<file path="config.mk">
export PLATFORM = sky130hd
export DESIGN_NAME = mouse_tracker
export DESIGN_NICKNAME = d
export VERILOG_FILES = /design/src/rtl/mouse_tracker.sv
export SDC_FILE = /design/constraint.sdc
export NUM_CORES = 1
export LEC_CHECK = 0
export CAP_MARGIN = 20
export CORE_MARGIN = 1
export CORE_UTILIZATION = 36
export CTS_CLUSTER_SIZE = 30
export DETAILED_ROUTE_END_ITERATION = 7
export PLACE_DENSITY = 0.52
export SETUP_SLACK_MARGIN = 0.1
export SLEW_MARGIN = 20
export SYNTH_ARGS = -nofsm -noshare
export SYNTH_HDL_FRONTEND = slang
export SYNTH_SLANG_ARGS = --single-unit
</file>
<file path="constraint.sdc">
create_clock -name clock -period 4.3 [get_ports clock]
set_input_delay 0.86 -clock clock [delete_from_list [all_inputs] [get_ports clock]]
set_output_delay 0.86 -clock clock [all_outputs]
set_load 0.02 [all_outputs]
</file>
<file path="src/rtl/mouse_tracker.sv">
// -----------------------------------------------------------------------------
// mouse_tracker
//
// Converts raw pointer hardware (quadrature X encoder plus a bouncy active-low
// button, all asynchronous to clock) into a clean mouse-state bus: a clamped
// position counter and a debounced active-low button.
//
// Ports:
//   clock           in   system clock, rising edge
//   reset_          in   asynchronous active-low reset
//   quad_a, quad_b  in   encoder phases, asynchronous
//   button_         in   raw button, active-low, bouncy, asynchronous
//   home            in   synchronous; loads position 0 (wins over any step)
//   mouse_x         out  current position, 0..X_MAX
//   mouse_pressed_  out  debounced button, active-low
//   moved           out  one-cycle pulse when a step changes mouse_x
//   quad_error      out  one-cycle pulse on an illegal quadrature transition
// -----------------------------------------------------------------------------
module mouse_tracker #(
    parameter int WIDTH           = 16,
    parameter int X_MAX           = 639,
    parameter int DEBOUNCE_CYCLES = 4
) (
    input  logic             clock,
    input  logic             reset_,
    input  logic             quad_a,
    input  logic             quad_b,
    input  logic             button_,
    input  logic             home,
    output logic [WIDTH-1:0] mouse_x,
    output logic             mouse_pressed_,
    output logic             moved,
    output logic             quad_error
);

    // A one-cycle debounce still needs a 1-bit counter.
    localparam int               DB_W    = (DEBOUNCE_CYCLES > 1) ? $clog2(DEBOUNCE_CYCLES) : 1;
    localparam logic [DB_W-1:0]  DB_LAST = DB_W'(DEBOUNCE_CYCLES - 1);
    localparam logic [WIDTH-1:0] X_LIMIT = WIDTH'(X_MAX);

    // -------------------------------------------------------------------------
    // Two-flop synchronizers. Quad phases idle at 0, the button idles released.
    // -------------------------------------------------------------------------
    logic [1:0] quad_meta;
    logic [1:0] s;
    logic       button_meta;
    logic       bs;

    // NOTE: sequential state uses non-blocking (<=) so every flop samples the
    // pre-edge value of its source; blocking here would collapse the two
    // synchronizer stages into one.
    always_ff @(posedge clock or negedge reset_) begin
        if (!reset_) begin
            quad_meta   <= 2'b00;
            s           <= 2'b00;
            button_meta <= 1'b1;
            bs          <= 1'b1;
        end else begin
            quad_meta   <= {quad_a, quad_b};
            s           <= quad_meta;
            button_meta <= button_;
            bs          <= button_meta;
        end
    end

    // -------------------------------------------------------------------------
    // Priming: the first three edges after reset would see reset values
    // flowing out of the synchronizers as fake transitions, so decode is
    // held off until prime_cnt saturates.
    // -------------------------------------------------------------------------
    logic [1:0] prime_cnt;
    logic       primed;
    logic [1:0] prev;

    assign primed = (prime_cnt == 2'd3);

    always_ff @(posedge clock or negedge reset_) begin
        if (!reset_) begin
            prime_cnt <= 2'd0;
            prev      <= 2'b00;
        end else begin
            if (!primed) begin
                prime_cnt <= prime_cnt + 2'd1;
            end
            prev <= s;
        end
    end

    // -------------------------------------------------------------------------
    // Quadrature decode: Gray-code walk 00->01->11->10->00 is forward.
    // -------------------------------------------------------------------------
    logic step_inc;
    logic step_dec;
    logic step_err;

    // NOTE: every always_comb output is given a default before the case so no
    // path leaves it unassigned, which would otherwise infer a latch.
    always_comb begin
        step_inc = 1'b0;
        step_dec = 1'b0;
        step_err = 1'b0;
        unique case ({prev, s})
            4'b00_01, 4'b01_11, 4'b11_10, 4'b10_00: step_inc = 1'b1;
            4'b01_00, 4'b11_01, 4'b10_11, 4'b00_10: step_dec = 1'b1;
            4'b00_11, 4'b11_00, 4'b01_10, 4'b10_01: step_err = 1'b1;
            default: ;  // no change
        endcase
    end

    // -------------------------------------------------------------------------
    // Position counter. Limits are checked before the add/subtract so the
    // counter never wraps and a clamped step never raises moved.
    // -------------------------------------------------------------------------
    always_ff @(posedge clock or negedge reset_) begin
        if (!reset_) begin
            mouse_x    <= '0;
            moved      <= 1'b0;
            quad_error <= 1'b0;
        end else begin
            moved      <= 1'b0;
            quad_error <= primed && step_err;
            if (home) begin
                mouse_x <= '0;
            end else if (primed && step_inc && (mouse_x != X_LIMIT)) begin
                mouse_x <= mouse_x + 1'b1;
                moved   <= 1'b1;
            end else if (primed && step_dec && (mouse_x != '0)) begin
                mouse_x <= mouse_x - 1'b1;
                moved   <= 1'b1;
            end
        end
    end

    // -------------------------------------------------------------------------
    // Debounce: the synchronized button must disagree with the output for
    // DEBOUNCE_CYCLES consecutive edges before the output follows it; any
    // agreement in between restarts the count.
    // -------------------------------------------------------------------------
    logic [DB_W-1:0] db_cnt;

    always_ff @(posedge clock or negedge reset_) begin
        if (!reset_) begin
            db_cnt         <= '0;
            mouse_pressed_ <= 1'b1;
        end else if (bs == mouse_pressed_) begin
            db_cnt <= '0;
        end else if (db_cnt == DB_LAST) begin
            mouse_pressed_ <= bs;
            db_cnt         <= '0;
        end else begin
            db_cnt <= db_cnt + 1'b1;
        end
    end

endmodule

</file>
==> impl_results.md, run 1 <==
* Seq pwr share at 28.1%
* Synthesized Nets at between 200 and 250
* Avg Inst Size Synth at slightly above 10 sq um
* Hold depth at 0
* Slew HR at between 40% and 50%
* Post-Syn Instances at approximately 190
* Synth top area share at ~37%
* TritonRoute pass-1 iters at 5
* Grt total ovfl at 0
* DR iter-0 viols at 52
* I/O Buffers at 24
* Core ar. at between 5000 and 6000 sq um
* Register area at 779 sq um
* Die width at approximately 75 microns
* Register area share after synthesis at between 40 and 50%
* Clk root buf: clkbuf_8
* Pin count of the biggest net entering global routing at 32
* Synth Flop Type: dfrtp_1
* RSZ-0062 raised after global routing: no
* Max Cap Violations at 0
* Setup_tns at 0 ns
* Net switching power figure at approximately 0.7 mW
* Synth area leader: dfrtp_1
* Avg Vias per Cell at a little over 5
* Setup violators final at 0
* Fin util at a little under half
* Share of cells above drive strength 1 at 10.6%
* CTS Hold Bufs at 0
* Crit path max-delay family: simple AND/OR/NAND/NOR gates
* Largest cells by area after synthesis: dfrtp_1 37%, ha_1 12%, o21ai_0 5.5%
* CTS resizes at 0
* H-tree depth at 2
* Startpoint types: flop
* Setup Crit Path Kind: flop to flop
* Warnings from Yosys at 0
* Antenna diodes at 0
* Hold Crit Start: quad_meta[0]
* All-Layer GR Usage at 17.5%
* Initial antenna violation count at 0
* Num ports at 25
* Inst Count DP at between 200 and 300
* Clock share of power at a little over an eighth
* Slowest cell on crit path: or4b_1
* Combinational share of power at around three fifths
* Hold WS at ~0.36 ns
* FP Rows at 26
* Worst r2r src: mouse_x[8]
* Clock transition at the registers of the reported paths at ~0.07 ns
* Cells along the critical path: nor4_1 > nand4_1 > nand3_2 > ha_1 > and3_4 > a221oi_4 > nor2_2 > a21o_1 > o21ai_2 > or4b_1 > o211ai_2
* Final setup skew at 0.0100 ns
* Worst r2r dst: mouse_x[15]
* CTS Buf Count at 5
* Initial Util at a little under two fifths
* EDFF count, synth at 0
* Tmin final at 3.42 ns
* Final worst path period share at between 70% and 80%
* CP max stage delay at roughly 0.46 ns
* Element type at the critical path end: flop
* CTS tree: built
* Area Overhead vs Synth at 21.4%
* Post-Syn Area at between 1500 and 2000 sq um
* Non-filler cells, final at 287
* WL/cell at around 15 microns
* Power Dens Cells at ~700 nW/um^2
* DRC violation count after routing at 0
* Hold EP: s[0]
* Post-DP HPWL at a little over 3000 microns
* Outcome: complete, no violations
* WP data required at 4.50 ns
* Worst Tran Pin Value at about 0.79 ns
* Fin. Hold Viols at 0
* Distinct cell type count after synthesis at 41
* Final wirelength at 4270 microns
* Cell internal pwr at between 0.9 and 1 mW
* Switching power share of the total at between 40% and 50%
* Vias at around 1500
* Post-CTS Setup Bufs at 0
* Layout fillers at about 500
* R2R Setup Slk at just under 0.9 ns
* FF+latch count, synth at 31
* Global placer's final weighted congestion at ~0.89
* Layout net count at approximately 240
* Worst ir drop on vdd at approximately 0.26 mV
* Post-synth ARST share at 100%
* Fmax at roughly 290 MHz
* Vias in the first global route at roughly 1600
* Final slew viol count at 0
* HP Class: flop to flop
* Die height at approximately 75 microns
* Die area at ~5600 sq um
* Multi-input logic area at 1080 sq um
* WP data arrival at 3.62 ns
* Bufs on Longest Clock Path at 2
* Leak Pwr at about 0.99 nW
* Total clock sinks at 31
* Worst path bufs/invs at 0
* First-pass GRT wire length at between 7000 and 8000 microns
* Final ANT Viol Nets at 0
* R2R depth at 11
* Clk Latency, worst-skew pair at between 0.2 and 0.3 ns
* Crit-path max FO at 19
[kinds of logic after synthesis]
kind of cell	after synthesis	share of synthesized area, %
XOR/XNOR	17	7.85
multiplexers	2	1.19
buffers and inverters	9	1.98
AND/OR/NAND/NOR	54	15.3
flip-flops	31	41.1
AO/OA/AOI/OAI	54	19.7
adder cells (fa/ha/maj)	19	12.9
[state kept, by name, summed over array words and instances, names as in the netlist]
| register | cells |
|---|---|
| bs | 1 |
| button_meta | 1 |
| db_cnt | 2 |
| mouse_pressed_ | 1 |
| mouse_x | 16 |
| moved | 1 |
| prev | 2 |
| prime_cnt | 2 |
| quad_error | 1 |
| quad_meta | 2 |
| s | 2 |
[per-layer routing]
layer | up-vias | global-route usage [%] | wire (microns)
met5 | - | 0 | 0
met4 | 0 | 5.87 | 35
met3 | 4 | 3.79 | 114
met2 | 20 | 30.0 | 2110
met1 | 715 | 21.8 | 2010
li1 | 735 | - | -
[power groups by stage]
stage | Combinational [mW] | Clock, mW | Sequential, mW
finish | 0.966 | 0.218 | 0.463
floorplan | 0.621 | 0 | 0.523
global route | 1.08 | 0.246 | 0.476
detailed placement | 0.968 | 0 | 0.469
CTS | 0.976 | 0.231 | 0.464
global placement | 0.959 | 0 | 0.463
[through the flow]
step / instance area (sq um) / power [mW] / worst slack, ns
floorplan: 1900 / 1.14 / 1.21
global placement: 2220 / 1.42 / 0.926
detailed placement: 2220 / 1.44 / 0.853
CTS: 2300 / 1.67 / 0.817
global route: 2300 / 1.81 / 0.500
finish: 2300 / 1.65 / 0.879
[synthesized netlist by cell type (3+ instances only)]
cell type	count
a21o_1	5
a21oi_1	12
a32o_1	3
and3_1	3
dfrtp_1	28
dfstp_2	3
ha_1	18
inv_1	7
nand2_1	21
nand3_1	3
nand4_1	3
nor2b_1	5
nor3_1	3
nor4_1	4
o21ai_0	21
xnor2_1	7
xor2_1	10
[placed cells by master (no fill, tap or decap), types with 2 or more instances in the layout]
master,count
dfrtp_1,28
clkdlybuf4s50_1,24
nand2_1,21
o21ai_0,21
ha_1,18
a21oi_1,12
xor2_1,10
xnor2_1,7
inv_1,7
nor2b_1,5
a21o_1,5
clkbuf_8,5
nor4_1,4
nand4_1,3
nor3_1,3
nand3_1,3
and3_1,3
a32o_1,3
dfstp_2,3
and4_1,2
nor2_1,2
nand2b_1,2
a31oi_1,2
or3_1,2
mux2_2,2
clkbuf_1,2
[final cells by class]
| class | count | share of cell area, % |
|---|---|---|
| inverters | 7 | 1.14 |
| well taps | 70 | 3.80 |
| clock inverters | 1 | 0.217 |
| flip-flops and latches | 31 | 33.9 |
| clock buffers | 7 | 3.32 |
| multi-input cells | 146 | 46.9 |
| repair buffers | 25 | 10.8 |
[worst register-to-register path: stages (launching register included)]
cell and delay, ns:
dfrtp_1 0.42, nor4_1 0.43, nand4_1 0.21, nand3_2 0.38, ha_1 0.39, and3_4 0.21
a221oi_4 0.36, nor2_2 0.07, a21o_1 0.19, o21ai_2 0.12, or4b_1 0.46, o211ai_2 0.09
[worst max path at each step]
stage / to / start / cells past startpoint / slack (ns)
floorplan: mouse_x[15] / mouse_x[7] / 11 / 1.21
global placement: mouse_x[15] / mouse_x[7] / 11 / 0.93
detailed placement: mouse_x[15] / mouse_x[8] / 11 / 0.85
CTS: mouse_x[15] / mouse_x[7] / 11 / 0.82
global route: mouse_x[15] / mouse_x[8] / 11 / 0.50
finish: mouse_x[15] / mouse_x[8] / 11 / 0.88
Power figures use the tool's default switching activity.
==> run 2: changes to the inputs <==
Clock period 4.3 ns to 3.2 ns, I/O delays scaled along.
==> run 2 against run 1 <==
Effect of this change: total power grew 50%; combinational power up 58%; maximum frequency grew 13%; hold slack worse by 0.0072 ns; sequential power up 33%; first-iteration DRC count rose by 23%; flip-flop and latch count unchanged; critical endpoint unchanged; largest cell class unchanged; highest routed layer unchanged.
==> impl_results.md, run 2 (synthesized netlist as in run 1, its figures left out) <==
* CTS Hold Bufs at 0 (unchanged)
* CP max stage delay at 0.47 ns (was 0.46 ns)
* Vias in the first global route at 1597 (was 1555)
* CTS tree: built (unchanged)
* Final worst path period share at 94.7% (was 79.6%)
* Fin util at 49.4% (was 45.4%)
* Die height at 74.6 microns (unchanged)
* Final ANT Viol Nets at 0 (unchanged)
* DRC violation count after routing at 0 (unchanged)
* Pwr Total at 2.47 mW (was 1.65 mW)
* Setup Crit Path Kind: flop to flop (unchanged)
* Pre-CTS setup slack at -0.0162 ns (was 0.853 ns)
* Final wirelength at 4600 microns (was 4270 microns)
* Layout fillers at 494 (was 513)
* Post-DP HPWL at 3270 microns (was 3070 microns)
* Slowest cell on crit path: or4b_4 (was or4b_1)
* Core ar. at 5070 sq um (unchanged)
* WP data required at 3.41 ns (was 4.50 ns)
* Setup violators final at 0 (unchanged)
* R2R depth at 12 (was 11)
* Power Dens Cells at 984 nW/um^2 (was 716 nW/um^2)
* Element type at the critical path end: flop (unchanged)
* Worst ir drop on vdd at 0.480 mV (was 0.257 mV)
* Leak Pwr at 1.09 nW (was 0.992 nW)
* CP Depth at 12 (was 11)
* Initial Util at 37.4% (unchanged)
* Outcome: complete, no violations (unchanged)
* Tmin final at 3.03 ns (was 3.42 ns)
* WL met3 at 206 microns (was 114 microns)
* Commonest non-fill, non-tap cell in the layout: dfrtp_1 (unchanged)
* Register area at 783 sq um (was 779 sq um)
* Max FFs per register at 16 (unchanged)
* Clock transition at the registers of the reported paths at 0.07 ns (about the same)
* Vias at 1580 (was 1474)
* Final slew viol count at 0 (unchanged)
* I/O Buffers at 24 (unchanged)
* Worst Tran Pin Value at 0.793 ns (was 0.791 ns)
* Clk Latency, worst-skew pair at 0.29 ns (was 0.28 ns)
* Length of routed met2 wiring at 2320 microns (was 2110 microns)
* Clk root buf: clkbuf_8 (unchanged)
* WP data arrival at 3.25 ns (was 3.62 ns)
* Share of cells above drive strength 1 at 21.5% (was 10.6%)
* Initial antenna violation count at 0 (unchanged)
* Most frequent cells in the layout: 25 x dfrtp_1, 24 x clkdlybuf4s50_1, 21 x nand2_1 (was 28 x dfrtp_1, 24 x clkdlybuf4s50_1, 21 x nand2_1, 21 x o21ai_0, 18 x ha_1)
* FP Rows at 26 (unchanged)
* Layout net count at 257 (was 241)
* All-Layer GR Usage at 18.1% (was 17.5%)
* TritonRoute pass-1 iters at 4 (was 5)
* Final setup skew at 0.00766 ns (was 0.0100 ns)
* Crit-path max FO at 6 (was 19)
* Slew HR at 47.0% (was 47.1%)
* RSZ-0062 raised after global routing: yes (was no)
* Pin count of the biggest net entering global routing at 32 (unchanged)
* Startpoint types: flop (unchanged)
* Antenna diodes at 0 (unchanged)
* Total clock sinks at 31 (unchanged)
* Avg Vias per Cell at 5.21 (was 5.14)
* Global placer's final weighted congestion at 0.940 (was 0.895)
* Top reg by flops: mouse_x (unchanged)
* Highest routed layer: met4 (unchanged)
* Area Overhead vs Synth at 32.1% (was 21.4%)
* Die width at 74.6 microns (unchanged)
* Hold depth at 0 (unchanged)
* Num ports at 25 (unchanged)
* Multi-input logic area at 1140 sq um (was 1080 sq um)
* Cells along the critical path: nor4_4 > nand4_1 > nand3_2 > buf_6 > ha_1 > and3_4 > a221oi_4 > nor2_2 > a21o_1 > o21ai_2 > or4b_4 > o211ai_2 (was nor4_1 > nand4_1 > nand3_2 > ha_1 > and3_4 > a221oi_4 > nor2_2 > a21o_1 > o21ai_2 > or4b_1 > o211ai_2)
* Fmax at 330 MHz (was 292 MHz)
* Fin worst setup slack at 0.168 ns (was 0.879 ns)
* Worst path bufs/invs at 1 (was 0)
* Grt total ovfl at 0 (unchanged)
* Bufs on Longest Clock Path at 2 (unchanged)
* H-tree depth at 2 (unchanged)
* WL/cell at 15.2 microns (was 14.9 microns)
* Max Cap Violations at 0 (unchanged)
* Crit path max-delay family: simple AND/OR/NAND/NOR gates (unchanged)
* Die area at 5560 sq um (unchanged)
* First-pass GRT wire length at 7450 microns (was 7280 microns)
* HP Class: flop to flop (unchanged)
* DRT met1 WL at 1980 microns (was 2010 microns)
* CTS Buf Count at 5 (unchanged)
* DR iter-0 viols at 64 (was 52)
* Fin. Hold Viols at 0 (unchanged)
run 2: changes by cell type in the layout (fill, tap and decap cells not counted), moves of 2 or more:
cell / change
buf_4: +14
nor4_4: +2
dfrtp_2: +3
ha_1: -2
dfrtp_1: -3
nor4_1: -2
run 2: repair_timing:
action | CTS | global route
pin swaps | 0 | 6
buffers inserted | 0 | 2
endpoints found under the setup margin | 5 | 5
gates resized for setup | 3 | 13
run 2: metal layers:
| metal | global-route usage, % | vias up |
|---|---|---|
| li1 | - | 762 |
| met1 | 22.8 | 773 |
| met2 | 30.0 | 37 |
| met3 | 3.79 | 8 |
| met4 | 7.55 | 0 |
| met5 | 0 | - |
run 2: path summary, 6_finish.rpt:
| check | startpoint | end | slack (ns) |
|---|---|---|---|
| worst max-delay path | mouse_x[10] | mouse_x[15] | 0.17 |
| worst min-delay path | quad_meta[1] | s[1] | 0.35 |
| worst max register to register | mouse_x[10] | mouse_x[15] | 0.17 |
| worst min register to register | quad_meta[1] | s[1] | 0.35 |
| max in group asynchronous | reset_ | mouse_pressed_ | 2.12 |
| min in group asynchronous | reset_ | mouse_x[15] | 0.76 |
run 2: area by class of cell:
type / count / share of cell area [%]
Sequential cell: 31 / 31.3
Inverter: 7 / 1.05
Timing Repair Buffer: 41 / 15.1
Multi-Input combinational cell: 146 / 45.4
Tap cell: 70 / 3.49
Clock buffer: 7 / 3.44
Clock inverter: 1 / 0.200
run 2: per-stage QoR:
| step | setup TNS (ns) | cells | area (sq um) | hold WS, ns |
|---|---|---|---|---|
| 6_report | 0 | 303 | 2510 | 0.351 |
| 5_1_grt | 0 | 303 | 2510 | 0.364 |
| 4_1_cts | 0 | 301 | 2440 | 0.352 |
| 3_5_place_dp | -0.0250 | 293 | 2330 | 0.338 |
| 3_3_place_gp | 0 | 293 | 2330 | 0.340 |
| 2_1_floorplan | 0 | 186 | 1900 | 0.331 |
run 2: report_power, final:
| part | total, mW | internal (mW) | leakage (nW) | switching [mW] |
|---|---|---|---|---|
| registers | 0.614 | 0.501 | 0.378 | 0.113 |
| logic | 1.53 | 0.753 | 0.659 | 0.780 |
| clock network | 0.319 | 0.173 | 0.0482 | 0.146 |
